### src/rtl/simplez_pkg.sv
// Shared constants and types for the Simplez memory-mapped peripherals.
// Bus widths, default register addresses, status bit positions and TX FSM states.
package simplez_pkg;

  localparam int WORD_W = 12;
  localparam int ADDR_W = 9;

  localparam logic [ADDR_W-1:0] ADDR_DATA_DEF   = 9'd508;
  localparam logic [ADDR_W-1:0] ADDR_STATUS_DEF = 9'd509;

  localparam int ST_READY = 0;
  localparam int ST_BUSY  = 1;
  localparam int ST_OVF   = 2;

  typedef enum logic [1:0] {
    IDLE,
    START,
    DATA,
    STOP
  } tx_state_e;

endpackage

### src/rtl/simplez_baud_gen.sv
// Bit-period timer: counts 0..BAUD_DIV-1 while enabled and pulses tick on the last count.
// Shared by the Simplez UART transmitter and receiver.
module simplez_baud_gen #(
  parameter int BAUD_DIV = 104
) (
  input  logic clk,
  input  logic rst,
  input  logic clear,
  input  logic en,
  output logic tick
);

  localparam int CNT_W = (BAUD_DIV > 1) ? $clog2(BAUD_DIV) : 1;
  localparam logic [CNT_W-1:0] CNT_LAST = CNT_W'(BAUD_DIV - 1);

  logic [CNT_W-1:0] cnt_q, cnt_d;

  assign tick = en && (cnt_q == CNT_LAST);

  // Disabled means parked at zero, so the first period after enable is full length.
  always_comb begin
    if (clear || !en || tick) begin
      cnt_d = '0;
    end else begin
      cnt_d = cnt_q + CNT_W'(1);
    end
  end

  // NOTE: state registers use non-blocking assignments only; all next-state math lives in always_comb.
  always_ff @(posedge clk) begin
    if (rst) begin
      cnt_q <= '0;
    end else begin
      cnt_q <= cnt_d;
    end
  end

endmodule

### src/rtl/simplez_uart_tx.sv
// Memory-mapped 8N1 serial transmitter for the Simplez CPU with a 1-deep holding
// register, a sticky overflow flag and a polled status word.
module simplez_uart_tx
  import simplez_pkg::*;
#(
  parameter int                BAUD_DIV    = 104,
  parameter logic [ADDR_W-1:0] ADDR_DATA   = ADDR_DATA_DEF,
  parameter logic [ADDR_W-1:0] ADDR_STATUS = ADDR_STATUS_DEF
) (
  input  logic              clk,
  input  logic              rst,
  input  logic [ADDR_W-1:0] addr,
  input  logic [WORD_W-1:0] din,
  input  logic              wr,
  input  logic              rd,
  output logic [WORD_W-1:0] dout,
  output logic              tx,
  output logic              irq_ready
);

  tx_state_e   state_q, state_d;
  logic [7:0]  hold_q, hold_d;
  logic        hold_full_q, hold_full_d;
  logic        ovf_q, ovf_d;
  logic [7:0]  shifter_q, shifter_d;
  logic [2:0]  bit_idx_q, bit_idx_d;
  logic        tx_q, tx_d;

  logic        wr_data;
  logic        rd_status;
  logic        load;
  logic        baud_tick;
  logic        unused_din_hi;

  assign wr_data       = wr && (addr == ADDR_DATA);
  assign rd_status     = rd && (addr == ADDR_STATUS);
  assign unused_din_hi = ^din[WORD_W-1:8];

  simplez_baud_gen #(
    .BAUD_DIV(BAUD_DIV)
  ) u_baud (
    .clk  (clk),
    .rst  (rst),
    .clear(load),
    .en   (state_q != IDLE),
    .tick (baud_tick)
  );

  // NOTE: every signal assigned here gets its default first so no latch can be inferred.
  always_comb begin
    state_d     = state_q;
    hold_d      = hold_q;
    hold_full_d = hold_full_q;
    ovf_d       = ovf_q;
    shifter_d   = shifter_q;
    bit_idx_d   = bit_idx_q;
    tx_d        = tx_q;
    load        = 1'b0;

    case (state_q)
      IDLE: begin
        if (hold_full_q) begin
          load    = 1'b1;
          tx_d    = 1'b0;
          state_d = START;
        end
      end
      START: begin
        if (baud_tick) begin
          tx_d      = shifter_q[0];
          bit_idx_d = 3'd0;
          state_d   = DATA;
        end
      end
      DATA: begin
        if (baud_tick) begin
          if (bit_idx_q == 3'd7) begin
            tx_d    = 1'b1;
            state_d = STOP;
          end else begin
            shifter_d = shifter_q >> 1;
            tx_d      = shifter_q[1];
            bit_idx_d = bit_idx_q + 3'd1;
          end
        end
      end
      STOP: begin
        if (baud_tick) begin
          if (hold_full_q) begin
            load    = 1'b1;
            tx_d    = 1'b0;
            state_d = START;
          end else begin
            state_d = IDLE;
          end
        end
      end
      default: state_d = IDLE;
    endcase

    if (load) begin
      shifter_d   = hold_q;
      hold_full_d = 1'b0;
    end

    // Clear first so a same-edge overflow write leaves ovf set.
    if (rd_status) begin
      ovf_d = 1'b0;
    end

    // A write on the transfer edge refills the register being emptied.
    if (wr_data) begin
      if (!hold_full_q || load) begin
        hold_d      = din[7:0];
        hold_full_d = 1'b1;
      end else begin
        ovf_d = 1'b1;
      end
    end
  end

  always_ff @(posedge clk) begin
    if (rst) begin
      state_q     <= IDLE;
      hold_q      <= '0;
      hold_full_q <= 1'b0;
      ovf_q       <= 1'b0;
      shifter_q   <= '0;
      bit_idx_q   <= '0;
      tx_q        <= 1'b1;
    end else begin
      state_q     <= state_d;
      hold_q      <= hold_d;
      hold_full_q <= hold_full_d;
      ovf_q       <= ovf_d;
      shifter_q   <= shifter_d;
      bit_idx_q   <= bit_idx_d;
      tx_q        <= tx_d;
    end
  end

  always_comb begin
    dout = '0;
    if (addr == ADDR_STATUS) begin
      dout[ST_READY] = ~hold_full_q;
      dout[ST_BUSY]  = (state_q != IDLE);
      dout[ST_OVF]   = ovf_q;
    end
  end

  assign tx        = tx_q;
  assign irq_ready = ~hold_full_q;

endmodule

### config.mk
export PLATFORM = sky130hd
export DESIGN_NAME = simplez_uart_tx
export DESIGN_NICKNAME = d
export VERILOG_FILES = /design/src/rtl/simplez_pkg.sv /design/src/rtl/simplez_baud_gen.sv /design/src/rtl/simplez_uart_tx.sv
export SDC_FILE = /design/constraint.sdc
export NUM_CORES = 1
export LEC_CHECK = 0
export BUFFER_PORTS_ARGS = -buffer_cell sky130_fd_sc_hd__buf_2
export CORE_MARGIN = 8
export CORE_UTILIZATION = 25
export CTS_CLUSTER_DIAMETER = 50
export DETAILED_ROUTE_END_ITERATION = 8
export HOLD_SLACK_MARGIN = 0.06
export PLACE_DENSITY = 0.41
export SLEW_MARGIN = 0
export SYNTH_ARGS = -nofsm -noshare
export SYNTH_HDL_FRONTEND = slang
export SYNTH_HIERARCHICAL = 1
export SYNTH_SLANG_ARGS = --single-unit
### constraint.sdc
create_clock -name clk -period 3.8 [get_ports clk]
set_input_delay 0.19 -clock clk [delete_from_list [all_inputs] [get_ports clk]]
set_output_delay 0.19 -clock clk [all_outputs]
set_load 0.02 [all_outputs]
==> impl_metrics.ini, run 1 <==
[outcome]
status = complete, no violations

[synthesis]
syn_avg_cell_area_um2 = 8.57
synth_top_area_share_pct = 38.9
synth_top_family_by_area = simple AND/OR/NAND/NOR gates
synthSimpleGateAreaFrac_pct = 24.9
async_flop_share_pct = 0
yosysTopAreaCell = dfxtp_1
seq_area_frac_synth_pct = 38.9
netlist_instances = 186
synth_area_mm2 = 0.00159
synth.mux.area_fraction_pct = 5.65
ys_types = 42
ys_top_cells_by_area = dfxtp_1 (39%), ha_1 (6.3%), nand2b_1 (6.3%), mux2i_1 (5.7%), nor2_1 (5.4%)
synth-seq-cells = 31
synth_edf_count = 0
ys.flop_type = dfxtp_1
synth_warnings = 6
synthXorXnorAreaFrac_pct = 1.65
synth_adder_area_share_pct = 6.28
synth_compound_area_share_pct = 13.0

[final_layout]
nets = 243
syn_to_final_growth_pct = 16.2
multi_input_area_um2 = 855
n_antenna_cell = 0
regArea_um2 = 621
layout-drive-gt1-share_pct = 16.6
fin_util_pct = 29.7
fillers = 692

[worst_setup_path]
crit_path_cell_trace = inv_1, ha_1, inv_1, nand4bb_1, nor2_1, a21oi_1, or3_1, a21boi_2, mux2i_1
end_kind = flop
worst-path-buf-inv = 2
slowest_delay_ns = 0.63
cp-start-kind = flop
crit_path_frequent_cell = inv_1
cp.arrival_ns = 3.29
critPathTopFamily = simple AND/OR/NAND/NOR gates
critPathSlowestCell = a21boi_2
cp_data_required_time_ns = 4.01
critPathMaxFanout = 19
path_class = reg2reg

[power_and_ir_drop]
clockPowerShare_pct = 41.4
p_seq_share_pct = 42.7
cellLeakagePower_uw = 0.000716
p_switching_uw = 208
p_sw_share_pct = 25.7
combinationalPowerShare_pct = 15.9
max-vdd-ir-drop_mv = 0.178
p_int_uw = 603
power.density_mw_per_mm2 = 438
p_total_uw = 812

[cts]
clk_path_buf_depth = 2
cts_buffers = 5
insertion_delay_ns = 0.29
cts_tree = yes
post_cts.repair.setup_buffers = 0
cts_max_level = 2
cts.clk_slew.worst_paths_ns = 0.06
cts-root-buf = clkbuf_8
cts_resized = 0
hold_buffers = 0
clkSinkCount = 31

[drt]
wire_per_inst_um = 11.5
drcViolationCount = 0
postRouteAntennaNets = 0
first_pass_iters = 4
first_iter_violations = 45
viasPerCell = 4.42
drt_wl_total_um = 3310
vias = 1272

[global_routing]
grt_max_degree = 35
grt_overflow_total = 0
grt_antenna_before_repair = 0
grtUsageTotal_pct = 8.25
grt_pass1_vias = 1283
grt_pass1_wl_um = 5890

[timing]
relSlewSlack_pct = 54.9
fin_crit_ns = 3.07
rsz0062_at_grt = false
hold_ws_ns = 0.161
finalSetupTns_ns = 0
skew_ns = 0.00474
fmax_mhz = 325
setup_viol = 0
worst_pin_slew_ns = 0.676
hold_viol_final = 0
slew_violations = 0
min_period_over_period_pct = 80.9
setup_ws_ns = 0.727

[floorplanning]
fp.dieArea_mm2 = 0.00919
start_util_pct = 25.5
rows = 29
ios = 39
fp.dieH_um = 95.9
core_area_mm2 = 0.00624
die_w_um = 95.9

[placement]
portBuffers = 25
dpl_worst_slack_ns = 0.700
place_congestion = 0.678
dp_hpwl_um = 2370

[min_path]
hold_class = in2reg

[run]
maxCapViolCount = 0
==> per-layer routing <==
layer  wire length, um  vias to the layer above  GRT usage, %
li1                  -                      664             -
met1              1610                      571          10.2
met2              1350                       33          11.8
met3               298                        4          4.21
met4                49                        0          3.46
met5                 0                        -             0
==> registers in the layout (all words and copies together), names as in the netlist <==
register	count
shifter_q	8
hold_full_q	1
tx	1
ovf_q	1
bit_idx_q	3
hold_q	8
state_q	2
u_baud/cnt_q	7
==> power groups by stage <==
stage / registers, uW / clock network, uW / logic [uW]
floorplan: 357 / 0 / 96.3
global placement: 353 / 0 / 129
detailed placement: 353 / 0 / 128
CTS: 346 / 350 / 128
global route: 347 / 371 / 146
finish: 346 / 336 / 129
==> area by class of cell <==
cell class,count,area share [%]
well taps,77,5.20
flip-flops and latches,31,33.5
inverters,10,2.03
repair buffers,25,6.76
clock inverters,2,1.89
multi-input cells,137,46.1
clock buffers,6,4.46
==> final timing paths <==
| kind | depth (start not counted) | from | to | slack, ns |
|---|---|---|---|---|
| min | 3 | din[6] | hold_q[6] | 0.16 |
| max | 9 | state_q[0] | hold_q[5] | 0.73 |
| min reg2reg | 1 | u_baud/cnt_q[0] | u_baud/cnt_q[0] | 0.45 |
| max reg2reg | 9 | state_q[0] | hold_q[5] | 0.73 |
==> synthesized netlist by cell type, types with 2 or more instances <==
master and count:
nand2b_1 16, or3_1 3, nor2b_1 2, a211oi_1 2, buf_6 2, o21ai_0 3, inv_1 9, mux2i_1 9
nand2_1 21, nand3_1 5, buf_4 9, a22oi_1 2, buf_2 2, nor2_1 23, a311oi_1 7, nand4b_1 2
xor2_1 2, a21oi_1 5, clkbuf_1 2, dfxtp_1 31, ha_1 8
==> metrics by stage <==
step	instances	area, um^2
floorplan	194	1620
global placement	280	1730
detailed placement	280	1730
CTS	288	1850
global route	288	1850
finish	288	1850
==> worst reg2reg max path: stages, from the launching register on <==
cell and delay (ns):
dfxtp_1 0.38, inv_1 0.12, ha_1 0.28, inv_1 0.09, nand4bb_1 0.14, nor2_1 0.38
a21oi_1 0.11, or3_1 0.62, a21boi_2 0.63, mux2i_1 0.25
==> logic make-up (layout without fill, tap and decap cells) <==
group / count (synthesis) / after routing
adder cells (fa/ha/maj): 8 / 8
flip-flops: 31 / 31
XOR/XNOR: 3 / 3
AO/OA/AOI/OAI: 28 / 28
multiplexers: 9 / 9
other: 1 / 9
AND/OR/NAND/NOR: 80 / 80
buffers and inverters: 26 / 43
==> cells in the final DEF (no fill, tap or decap), types with 2 or more instances in the layout <==
| cell type | Yosys | final |
|---|---|---|
| or3_1 | 3 | 3 |
| buf_2 | 2 | 25 |
| ha_1 | 8 | 8 |
| nand3_1 | 5 | 5 |
| inv_1 | 9 | 9 |
| a211oi_1 | 2 | 2 |
| o21ai_0 | 3 | 3 |
| a21oi_1 | 5 | 5 |
| clkbuf_8 | 0 | 6 |
| conb_1 | 1 | 9 |
| a311oi_1 | 7 | 7 |
| nand2b_1 | 16 | 16 |
| nand2_1 | 21 | 21 |
| dfxtp_1 | 31 | 31 |
| nor2b_1 | 2 | 2 |
| xor2_1 | 2 | 2 |
| nand4b_1 | 2 | 2 |
| nor2_1 | 23 | 23 |
| mux2i_1 | 9 | 9 |
| a22oi_1 | 2 | 2 |
(Power assumes the default switching activity.)
==> inputs of run 2 (changes only) <==
==> constraint.sdc (replaced) <==
create_clock -name clk -period 3.1 [get_ports clk]
set_input_delay 0.155 -clock clk [delete_from_list [all_inputs] [get_ports clk]]
set_output_delay 0.155 -clock clk [all_outputs]
set_load 0.02 [all_outputs]
==> run 2 against run 1 <==
Compared with the run above:
- clock-buffer cell count unchanged
- via count fell by 2.2%
- hold slack got worse by 0.031 ns
- sequential cell count did not move
- register-to-register slack worse by 0.10 ns
- critical endpoint is now u_baud/cnt_q[5]
- highest routed layer unchanged
==> impl_metrics.ini, run 2 (synthesized netlist as in run 1, its figures left out) <==
[final_layout]
nets = 246
design_area_mm2 = 0.00184
reg_top3 = hold_q x8, shifter_q x8, u_baud/cnt_q x7
n_antenna_cell = 0
layout-drive-gt1-share_pct = 17.4
stdcell_count = 290
fillers = 694
syn_to_final_growth_pct = 15.7
final_cell_mix = dfxtp_1 (31), buf_2 (25), nor2_1 (23), nand2_1 (21), nand2b_1 (16)
final_common_cell = dfxtp_1

[power_and_ir_drop]
p_seq_share_pct = 46.8
p_int_uw = 654
p_sw_share_pct = 27.7
max-vdd-ir-drop_mv = 0.221
p_switching_uw = 251
power.density_mw_per_mm2 = 490
cellLeakagePower_uw = 0.000717
combinationalPowerShare_pct = 17.2
clockPowerShare_pct = 36.0

[timing]
hold_viol_final = 0
setup_viol = 0
rsz0062_at_grt = false
fmax_mhz = 404
hold_ws_ns = 0.129
skew_ns = 0.00326
slew_violations = 0
worst_pin_slew_ns = 0.568
finalSetupTns_ns = 0
min_period_over_period_pct = 79.9
relSlewSlack_pct = 62.2
setup_ws_ns = 0.622
fin_crit_ns = 2.48

[cts]
insertion_delay_ns = 0.28
cts_buffers = 5
hold_buffers = 0
cts-root-buf = clkbuf_8
clkSinkCount = 31
cts_resized = 0
cts.clk_slew.worst_paths_ns = 0.07
cts_tree = yes
post_cts.repair.setup_buffers = 0
clk_path_buf_depth = 2
cts_max_level = 2

[drt]
vias = 1244
drt_wl_total_um = 3410
viasPerCell = 4.29
postRouteAntennaNets = 0
drcViolationCount = 0
first_iter_violations = 45
first_pass_iters = 4
wire_per_inst_um = 11.8

[floorplanning]
start_util_pct = 25.5
die_w_um = 95.9
ios = 39
core_area_mm2 = 0.00624
fp.dieH_um = 95.9
fp.dieArea_mm2 = 0.00919
rows = 29

[worst_setup_path]
path_class = reg2reg
crit_path_frequent_cell = inv_1
end_kind = flop
cp_data_required_time_ns = 3.32
critPathSlowestCell = or3b_1
critPathMaxFanout = 10
crit_path_cell_trace = inv_1, ha_1, inv_1, nand4bb_1, nor2_1, a21oi_1, or3_1, inv_1, or3b_1, o21bai_1, a21oi_1
cp-start-kind = flop
slowest_delay_ns = 0.45
cp.arrival_ns = 2.69

[global_routing]
met1_usage_pct = 10.1
top_usage_layer = met2
grt_util_met2_pct = 11.5
grtUsageTotal_pct = 7.89
grt_pass1_vias = 1198
grt_overflow_total = 0
grt_pass1_wl_um = 5670
grt_antenna_before_repair = 0
grt_max_degree = 35
grt_util_met3_pct = 3.51

[min_path]
hold_class = in2reg

[placement]
post_dp_cell_area_mm2 = 0.00176
portBuffers = 25
place_congestion = 0.696
dpl_worst_slack_ns = 0.571
dp_hpwl_um = 2450
placed_cells = 283

[outcome]
status = complete, no violations

[run]
maxCapViolCount = 0
run 2: cell count changes in the layout (fill, tap and decap cells not counted), sizes merged:
cell / previous run / this run
bufinv: 1 / 0
buf: 25 / 28
run 2: per-layer routing:
layer  up-vias  wire, um
met5         -         0
met4         0        38
met3         5       294
met2        27      1380
met1       541      1700
li1        671         -
run 2: layout make-up:
class,count,area [um^2],area share [%]
clock inverters,1,5.00,0.271
flip-flops and latches,31,621,33.6
inverters,10,37.5,2.04
clock buffers,6,82.6,4.48
repair buffers,28,148,8.01
multi-input cells,137,855,46.3
well taps,77,96.3,5.22
run 2: through the flow:
stage / total power, uW / util, %
2_1_floorplan: 556 / -
3_3_place_gp: 591 / 28.1
3_5_place_dp: 590 / 28.1
4_1_cts: 921 / 29.6
5_1_grt: 955 / 29.6
6_report: 904 / 29.6
run 2: worst paths after layout:
| check | startpoint | endpoint | slack (ns) | cells after the start |
|---|---|---|---|---|
| worst max-delay path | state_q[0] | u_baud/cnt_q[5] | 0.62 | 11 |
| worst min-delay path | din[3] | hold_q[3] | 0.13 | 3 |
| worst max register to register | state_q[0] | u_baud/cnt_q[5] | 0.62 | 11 |
| worst min register to register | u_baud/cnt_q[0] | u_baud/cnt_q[0] | 0.45 | 1 |
run 2: worst max-delay path: cells and delay by family, from the launching register on:
| family | cells | cell delay [ns] |
|---|---|---|
| buffers and inverters | 3 | 0.32 |
| adders and majority gates | 1 | 0.26 |
| DFF | 1 | 0.33 |
| AOI/OAI and AO/OA | 3 | 0.48 |
| and+or+nand+nor | 4 | 1.02 |
run 2: power by group through the flow:
stage	registers (uW)	logic [uW]	clock network [uW]
final	423	156	325
after global routing	424	177	354
after CTS	423	159	339
after detailed placement	432	158	0
after global placement	432	159	0
after floorplan	438	118	0
==> inputs of run 3 (changes only) <==
==> constraint.sdc (replaced) <==
create_clock -name clk -period 2.37 [get_ports clk]
set_input_delay 0.1185 -clock clk [delete_from_list [all_inputs] [get_ports clk]]
set_output_delay 0.1185 -clock clk [all_outputs]
set_load 0.02 [all_outputs]
==> run 3 against run 2 <==
Compared with the run above:
- via count up 5.5%
- fmax up 18%
- non-clock buffer count up 6
- final cell count up 2.4%
- utilization up 1.5 points
- clock power up 66%
- worst setup slack worse by 0.34 ns
- hold slack worse by 0.040 ns
- die area unchanged
- critical endpoint is now state_q[0]
- largest power group unchanged
==> impl_metrics.ini, run 3 (synthesized netlist as in run 1, its figures left out) <==
[drt]
wire_per_inst_um = 11.4
drt_wl_total_um = 3380
first_iter_violations = 65
drcViolationCount = 0
vias = 1312
viasPerCell = 4.42
postRouteAntennaNets = 0
first_pass_iters = 4

[cts]
cts_buffers = 5
clkSinkCount = 31
post_cts.repair.setup_buffers = 0
cts-root-buf = clkbuf_8
cts.clk_slew.worst_paths_ns = 0.07
cts_resized = 0
cts_max_level = 2
hold_buffers = 0
insertion_delay_ns = 0.28
clk_path_buf_depth = 2
cts_tree = yes

[placement]
dpl_worst_slack_ns = 0.206
dp_hpwl_um = 2440
place_congestion = 0.680
portBuffers = 25

[worst_setup_path]
end_kind = flop
reg2reg_slack_ns = 0.28
critPathMaxFanout = 6
cp.arrival_ns = 2.28
path_class = reg2reg
crit_path_cell_trace = inv_1, ha_1, inv_1, nand4bb_1, nor2_2, buf_4, inv_1, a222oi_1, buf_4, o21ai_1, a221oi_1
cp_data_required_time_ns = 2.56
cp-start-kind = flop
r2r-start = state_q[0]
crit_path_frequent_cell = inv_1
critPathSlowestCell = dfxtp_1
reg2reg_depth = 11
crit_end = state_q[0]
critical_path.startpoint = state_q[0]
r2r_end = state_q[0]
slowest_delay_ns = 0.36

[floorplanning]
rows = 29
die_w_um = 95.9
start_util_pct = 25.5
fp.dieH_um = 95.9
ios = 39
fp.dieArea_mm2 = 0.00919
core_area_mm2 = 0.00624

[final_layout]
final_cell_mix = dfxtp_1 (31), buf_2 (25), nor2_1 (22), nand2_1 (21), nand2b_1 (16)
fin_util_pct = 31.1
n_antenna_cell = 0
final_common_cell = dfxtp_1
reg_top3 = hold_q x8, shifter_q x8, u_baud/cnt_q x7
nets = 252
fillers = 690
syn_to_final_growth_pct = 21.7
layout-drive-gt1-share_pct = 20.9

[timing]
hold_viol_final = 0
relSlewSlack_pct = 65.0
fmax_mhz = 478
worst_pin_slew_ns = 0.525
rsz0062_at_grt = false
fin_crit_ns = 2.09
min_period_over_period_pct = 88.3
slew_violations = 0
setup_ws_ns = 0.278
finalSetupTns_ns = 0
skew_ns = 0.00382
setup_viol = 0

[power_and_ir_drop]
p_switching_uw = 337
max-vdd-ir-drop_mv = 0.241
p_int_uw = 997
p_seq_share_pct = 41.5
clockPowerShare_pct = 40.3
combinationalPowerShare_pct = 18.2
power.density_mw_per_mm2 = 688
p_sw_share_pct = 25.3
cellLeakagePower_uw = 0.000763
p_total_uw = 1330

[min_path]
hold_class = in2reg
min-delay-start = din[3]

[global_routing]
grt_pass1_wl_um = 5600
grt_antenna_before_repair = 0
grtUsageTotal_pct = 7.89
grt_max_degree = 35
grt_overflow_total = 0
grt_pass1_vias = 1233

[run]
maxCapViolCount = 0

[outcome]
status = complete, no violations
[run 3: changes by cell type in the layout (fill, tap and decap cells not counted)]
cell / change
buf_4: +5
bufinv_16: +1
or3_4: +1
or3_1: -1
nor2_2: +1
buf_12: +1
nor2_1: -1
[run 3: worst min-delay path by stage]
stage / end / slack [ns] / cells past startpoint
floorplan: hold_q[3] / 0.27 / 2
global placement: hold_q[3] / 0.38 / 3
global route: hold_q[5] / 0.09 / 3
finish: hold_q[3] / 0.09 / 3
CTS: hold_q[3] / 0.08 / 3
detailed placement: hold_q[2] / 0.39 / 3
[run 3: routing by layer]
metal  up-vias  routed length [um]  GRT usage (%)
met5         -                   0              0
met4         0                  56           3.46
met3         5                 328           3.90
met2        33                1380           11.5
met1       591                1620           9.53
li1        683                   -              -
[run 3: power groups by stage]
stage | combinational, uW | clock [uW] | sequential (uW)
finish | 242 | 538 | 554
global route | 272 | 584 | 557
CTS | 243 | 562 | 553
detailed placement | 242 | 0 | 565
global placement | 244 | 0 | 565
floorplan | 154 | 0 | 572
[run 3: area by class of cell]
class                           count  area [um^2]  share of cell area [%]
Clock buffer                        6         82.6                    4.26
Tap cell                           77         96.3                    4.97
Inverter                           10         37.5                    1.94
Clock inverter                      2         35.0                    1.81
Multi-Input combinational cell    137          862                    44.5
Timing Repair Buffer               34          205                    10.6
Sequential cell                    31          621                    32.0
[run 3: through the flow]
step	hold WS (ns)	cells	area, um^2
detailed placement	0.388	289	1810
global placement	0.383	289	1810
floorplan	0.273	194	1620
finish	0.0892	297	1940
CTS	0.0788	297	1930
global route	0.0889	297	1940
[run 3: critical path: cells and delay by family (launching register included)]
kind	cells	cell delay (ns)
AOI/OAI and AO/OA	3	0.61
buffers and inverters	5	0.50
DFF	1	0.36
and+or+nand+nor	2	0.31
adders and majority gates	1	0.21
